## src/rtl/pwm_bank.sv

```systemverilog
// pwm_bank: multi-channel PWM generator with one shared free-running period
// counter. Duty levels are accepted into a pending buffer through a
// valid/ready handshake. They move to the active set only at the period
// wrap, so every period is glitch-free and all channels switch together.
// Optional build macro: PWM_PHASE_STAGGER_EN. When it is defined, channel i
// compares (cnt + i*(2^WIDTH/CHANNELS)) mod 2^WIDTH instead of cnt.
module pwm_bank #(
    parameter int WIDTH    = 8,
    parameter int CHANNELS = 3
) (
    input  logic                      clk,
    input  logic                      reset,
    input  logic                      enable,
    input  logic [CHANNELS*WIDTH-1:0] level_in,
    input  logic                      level_valid,
    output logic                      level_ready,
    output logic [CHANNELS-1:0]       out,
    output logic                      period_start
);
    localparam logic [WIDTH-1:0] CNT_MAX = '1;
`ifdef PWM_PHASE_STAGGER_EN
    localparam longint unsigned PHASE_STEP = (64'd1 << WIDTH) / 64'(CHANNELS);
`endif

    logic [WIDTH-1:0] cnt_p0;
    logic [WIDTH-1:0] pending [CHANNELS];
    logic [WIDTH-1:0] active  [CHANNELS];
    logic [WIDTH-1:0] phase   [CHANNELS];
    logic             pending_full;
    logic             transfer;
    logic             accept;

    // The reset term keeps ready low while reset is asserted, even though
    // pending_full is only cleared at the clock edge.
    assign level_ready = ~pending_full & ~reset;
    assign transfer    = enable & (cnt_p0 == CNT_MAX) & pending_full;
    assign accept      = level_valid & ~pending_full;

    // Shared period counter; it freezes while enable is low.
    always_ff @(posedge clk) begin
        if (reset) begin
            cnt_p0 <= '0;
        end else if (enable) begin
            cnt_p0 <= cnt_p0 + WIDTH'(1);
        end
    end

    // Pending buffer fill and atomic transfer to the active set at the wrap.
    // No accept can happen while the buffer is full, so accept and transfer
    // never fire in the same cycle.
    always_ff @(posedge clk) begin
        if (reset) begin
            pending_full <= 1'b0;
            for (int i = 0; i < CHANNELS; i++) begin
                pending[i] <= '0;
                active[i]  <= '0;
            end
        end else if (transfer) begin
            pending_full <= 1'b0;
            for (int i = 0; i < CHANNELS; i++) begin
                active[i] <= pending[i];
            end
        end else if (accept) begin
            pending_full <= 1'b1;
            for (int i = 0; i < CHANNELS; i++) begin
                pending[i] <= level_in[i*WIDTH +: WIDTH];
            end
        end
    end

    // Per-channel compare phase: either the raw count or a fixed rotation of it.
    always_comb begin
        for (int i = 0; i < CHANNELS; i++) begin
`ifdef PWM_PHASE_STAGGER_EN
            phase[i] = cnt_p0 + WIDTH'(PHASE_STEP * 64'(i));
`else
            phase[i] = cnt_p0;
`endif
        end
    end

    // ---- stage p0 -> p1: registered comparators and period marker ----
    // Registered comparators; period_start marks the output cycle built from cnt == 0.
    always_ff @(posedge clk) begin
        if (reset) begin
            out          <= '0;
            period_start <= 1'b0;
        end else begin
            period_start <= enable & (cnt_p0 == '0);
            for (int i = 0; i < CHANNELS; i++) begin
                out[i] <= enable & (phase[i] < active[i]);
            end
        end
    end

endmodule

```

## config.mk

```make
export PLATFORM = sky130hd
export DESIGN_NAME = pwm_bank
export DESIGN_NICKNAME = d
export VERILOG_FILES = /design/src/rtl/pwm_bank.sv
export SDC_FILE = /design/constraint.sdc
export NUM_CORES = 1
export LEC_CHECK = 0
export BUFFER_PORTS_ARGS = -buffer_cell sky130_fd_sc_hd__buf_2
export CORE_ASPECT_RATIO = 0.6
export CORE_MARGIN = 3
export CORE_UTILIZATION = 35
export CTS_CLUSTER_DIAMETER = 40
export CTS_CLUSTER_SIZE = 30
export DETAILED_ROUTE_END_ITERATION = 16
export PLACE_DENSITY_LB_ADDON = 0.2
export SETUP_SLACK_MARGIN = 0.3
export SLEW_MARGIN = 30
export SYNTH_ARGS = -nofsm -noshare
export SYNTH_HDL_FRONTEND = slang
export SYNTH_SLANG_ARGS = --single-unit
```

## constraint.sdc

```tcl
create_clock -name clk -period 3.2 [get_ports clk]
set_input_delay 0.8 -clock clk [delete_from_list [all_inputs] [get_ports clk]]
set_output_delay 0.8 -clock clk [all_outputs]
set_load 0.005 [all_outputs]
```

## Word-level counts from Yosys, hierarchy flattened

Memory sizes are Yosys's and may differ from the RTL's.
Index checks and enable logic that the tools add are counted.
Widths: inputs -> output; s select.

- Add/subtract/negate cells: 1
- Magnitude comparators: 3
- Equality and inequality tests: 1
- Multiplexer cells: 15
- Bitwise gates (word level): 16
- Reductions and logical operators: 2

Operator list:

| operator | number |
|---|---|
| $mux 8 | 6 |
| $lt 8x8->1 | 3 |
| $mux 1 | 9 |
| $add 8x1->8 const B | 1 |
| $and 1x1->1 | 8 |
| $eq 8x8->1 const B | 1 |
| $logic_not 8->1 | 1 |
| $or 1x1->1 | 6 |
| $not 1->1 | 2 |
| $reduce_or 2->1 | 1 |

- Flip-flop bits (word level): 13
- Bits in writable memories: 48
- Input port bits: 28
- Memories: 2

Memories:

| memory | depth | bits a word | read ports | clocked after memory_dff | write ports | RTL line | text |
|---|---|---|---|---|---|---|---|
| active | 3 | 8 | 3 | 0 | 3 | 27 | `logic [WIDTH-1:0] active [CHANNELS];` |
| pending | 3 | 8 | 3 | 0 | 3 | 26 | `logic [WIDTH-1:0] pending [CHANNELS];` |

## Logic depth before layout (Yosys ltp)

- Depth after elaboration: 7
- Mapped depth: 6
- Mapped depth without buffers: 6

## Worst setup path before layout

Ideal clock, no wire load.

- Path type: in2reg
- Start: in enable
- End: mem active[0][0], enable pin
- Arrival: 2.443 ns
- Data required time: 2.788 ns
- Setup slack: 0.345 ns
- Stages on the path: 4
- Path buffers: 1
- Path through: buf_4 and4_1 nand2_2 o21bai_1

RTL lines:

| element | RTL line | text |
|---|---|---|
| from (decl) | 13 | `input logic enable,` |
| to (decl) | 27 |  |

## Final worst setup path

- Start: in reset
- End: out level_ready

- Cells in the longest elaborated chain, start to end: 2

RTL lines:

| element | RTL line | text |
|---|---|---|
| from (decl) | 12 | `input logic reset,` |
| $not 1->1 | 35 | `assign level_ready = ~pending_full & ~reset;` |
| $and 1x1->1 | 35 |  |
| to (decl) | 16 | `output logic level_ready,` |

No other way between the ends.

==> impl_metrics.env <==
export IMPL_max_cap_violations=0
export IMPL_first_iter_violations=133
export IMPL_pwr_density_cell_nw_per_um2=569.5
export IMPL_cp_required_ns=2.40
export IMPL_slew_headroom_pct=52.46
export IMPL_finalClockSkew_ns=0.004008
export IMPL_crit_type="in2out"
export IMPL_yosys_warnings=0
export IMPL_clk_latency_ns=0.32
export IMPL_async_reset_ff_share_pct=0
export IMPL_worst_pin_slew_ns=0.7109
export IMPL_whs_ns=0.5152
export IMPL_clk_path_buf_depth=2
export IMPL_r2r_end="active[0][4]"
export IMPL_grt_max_degree=27
export IMPL_yosys_top_cells_area="edfxtp_1 (50%), ha_1 (10%), dfxtp_1 (9.1%), and2_1 (5.3%), and3_1 (5.3%)"
export IMPL_first_global_vias=1633
export IMPL_cpMaxStageDelayCell="buf_4"
export IMPL_yosys_area_share_adder_pct=10.07
export IMPL_ant_nets=0
export IMPL_wl_per_cell_um=13.85
export IMPL_rr_startpoint="cnt_p0[1]"
export IMPL_cts_tree="built"
export IMPL_setup_viol=0
export IMPL_synth_top_family_by_area="simple AND/OR/NAND/NOR gates"
export IMPL_final_cell_mix="edfxtp_1 (48), buf_2 (32), inv_1 (24), and2_1 (24), and3_1 (24)"
export IMPL_p_leak_uw=0.001560
export IMPL_antenna_cells=0
export IMPL_min_from="pending[0][12]"
export IMPL_initial_core_util_pct=37.62
export IMPL_synth_edff_count=48
export IMPL_avgSynthCellArea_um2=12.37
export IMPL_die_area_um2=9321
export IMPL_r2r_slack_ns=1.17
export IMPL_synth_top_area_share_pct=50.44
export IMPL_drt_drc_violations_left=0
export IMPL_root_buffer="clkbuf_16"
export IMPL_vias_per_cell=4.659
export IMPL_syn_inst=231
export IMPL_synthFlopType="edfxtp_1"
export IMPL_synth_seq_area_share_pct=59.54
export IMPL_cts_inserted_buffers=9
export IMPL_holdPathEnd="active[0][12]"
export IMPL_grt_antenna_before_repair=0
export IMPL_synth_mux_area_share_pct=0.3503
export IMPL_worstRegToRegCells=4
export IMPL_final_common_cell="edfxtp_1"
export IMPL_track_usage_pct=12.06
export IMPL_fin_cells=378
export IMPL_ios=33
export IMPL_run_status="finished, final reports clean"
export IMPL_holdPathStages=1
export IMPL_fin_crit_ns=2.325
export IMPL_max_stage_delay_ns=0.25
export IMPL_arrival_ns=1.52
export IMPL_yosys_register_bits=61
export IMPL_dr_pass1_iters=4
export IMPL_startpoint_type="input pin"
export IMPL_syn_nets=282
export IMPL_die_w_um=122.7
export IMPL_synth_compound_area_share_pct=5.736
export IMPL_cp_max_fo=25
export IMPL_finalCritPeriodShare_pct=72.64
export IMPL_synth_xor_area_share_pct=1.839
export IMPL_cts_resized=0
export IMPL_peakVddDrop_v=0.0002568
export IMPL_area_growth_pct=19.26
export IMPL_post_dp_hpwl_mm=3.479
export IMPL_worstPathCellList="buf_2 > nor2_1 > buf_4 > buf_2"
export IMPL_synth_area_um2=2858
export IMPL_finalMaxSlewViolations=0
export IMPL_ys_types=40
export IMPL_htree_num_levels=3
export IMPL_coreArea_um2=7597
export IMPL_drive_above_1_share_pct=19.71
export IMPL_die_h_um=75.99
export IMPL_grt_ovfl_total=0
export IMPL_synthSimpleGateAreaFrac_pct=17.60
export IMPL_path_common_cell="buf_2"
export IMPL_hp_class="reg2reg"
export IMPL_grt_pass1_wl_mm=8.362
export IMPL_cts_setup_buffers=0
export IMPL_critPathCaptureType="primary output"
export IMPL_finalHoldViolCount=0
export IMPL_dp_cells=362
export IMPL_fin_nets=320
export IMPL_numPortBuffers=32
export IMPL_yosys_area_top_type="edfxtp_1"
export IMPL_rows=24
export IMPL_place_congestion=0.7530
export IMPL_final_setup_tns_ns=0
export IMPL_cts_hold_buf=0
export IMPL_fmax_mhz=430.2
export IMPL_clkTransAtPathRegs_ns=0.05
export IMPL_rsz0062_at_grt="false"
export IMPL_clkSinkCount=61
export IMPL_vias=1761
export IMPL_wl_mm=5.234
worst max-delay path: cells and delay by family:
family / cells / cell delay [ns]
buf+inv: 3 / 0.60
simple gates: 1 / 0.11
kinds of logic after synthesis:
logic type	Yosys count
fa+ha+maj	23
compound gates	23
buf+inv	32
mux	1
xor+xnor	6
simple gates	85
flops	61
cell usage after synthesis, drive strengths merged, types with 2 or more instances:
cell type  count
nor2          11
nand2b         4
a41oi          2
a21oi          5
buf            3
nand4          4
nor3           2
and3          24
a211o          2
xnor2          2
o21ai          4
ha            23
and2          24
dfxtp         13
xor2           4
o211ai         2
nand2          8
inv           24
edfxtp        48
clkbuf         5
cell type report:
| cell class | count | area (µm²) |
|---|---|---|
| multi-input combinational | 138 | 1021 |
| tap | 104 | 130.1 |
| fill | 731 | 4189 |
| clock buffer | 10 | 229.0 |
| timing repair buffer | 35 | 182.7 |
| clock inverter | 6 | 53.80 |
| inverter | 24 | 90.09 |
| sequential | 61 | 1702 |
power breakdown:
part / total (µW) / internal [µW] / leakage, µW / switching (µW)
Clock: 917 / 593 / 0.000143 / 324
Sequential: 920 / 902 / 0.000594 / 18.0
Combinational: 104 / 45.9 / 0.000823 / 58.5
Total: 1940 / 1540 / 0.00156 / 400
state kept, by name, summed over array words and instances, names as in the netlist:
| signal | flops |
|---|---|
| active | 24 |
| pending | 24 |
| pending_full | 1 |
| period_start | 1 |
| cnt_p0 | 8 |
| out | 3 |
worst max path at each step:
stage | startpoint | end | slack (ns) | cells past startpoint
floorplan | enable | active[0][0] | 0.35 | 4
global placement | enable | active[0][19] | 0.86 | 5
detailed placement | enable | active[0][9] | 0.85 | 5
CTS | reset | level_ready | 0.88 | 4
global route | reset | level_ready | 0.83 | 4
finish | reset | level_ready | 0.88 | 4
metrics by stage:
step                      utilization (%)  cell area (µm²)  total power [µW]  setup WS, ns
after floorplan                         -             2858             993.5        0.3454
after global placement              41.14             3126              1039        0.8613
after detailed placement            41.14             3126              1042        0.8515
after CTS                           44.86             3408              1964        0.8798
after global routing                44.86             3408              2012        0.8265
final                               44.86             3408              1941        0.8755
per-layer routing:
| metal | global-route usage, % | wire length (µm) |
|---|---|---|
| met2 | 15.29 | 2131 |
| met1 | 17.91 | 2729 |
| met3 | 5.415 | 311 |
| met5 | 0 | 0 |
| met4 | 4.134 | 62 |
Note: power is estimated with default switching activity, not from simulation.
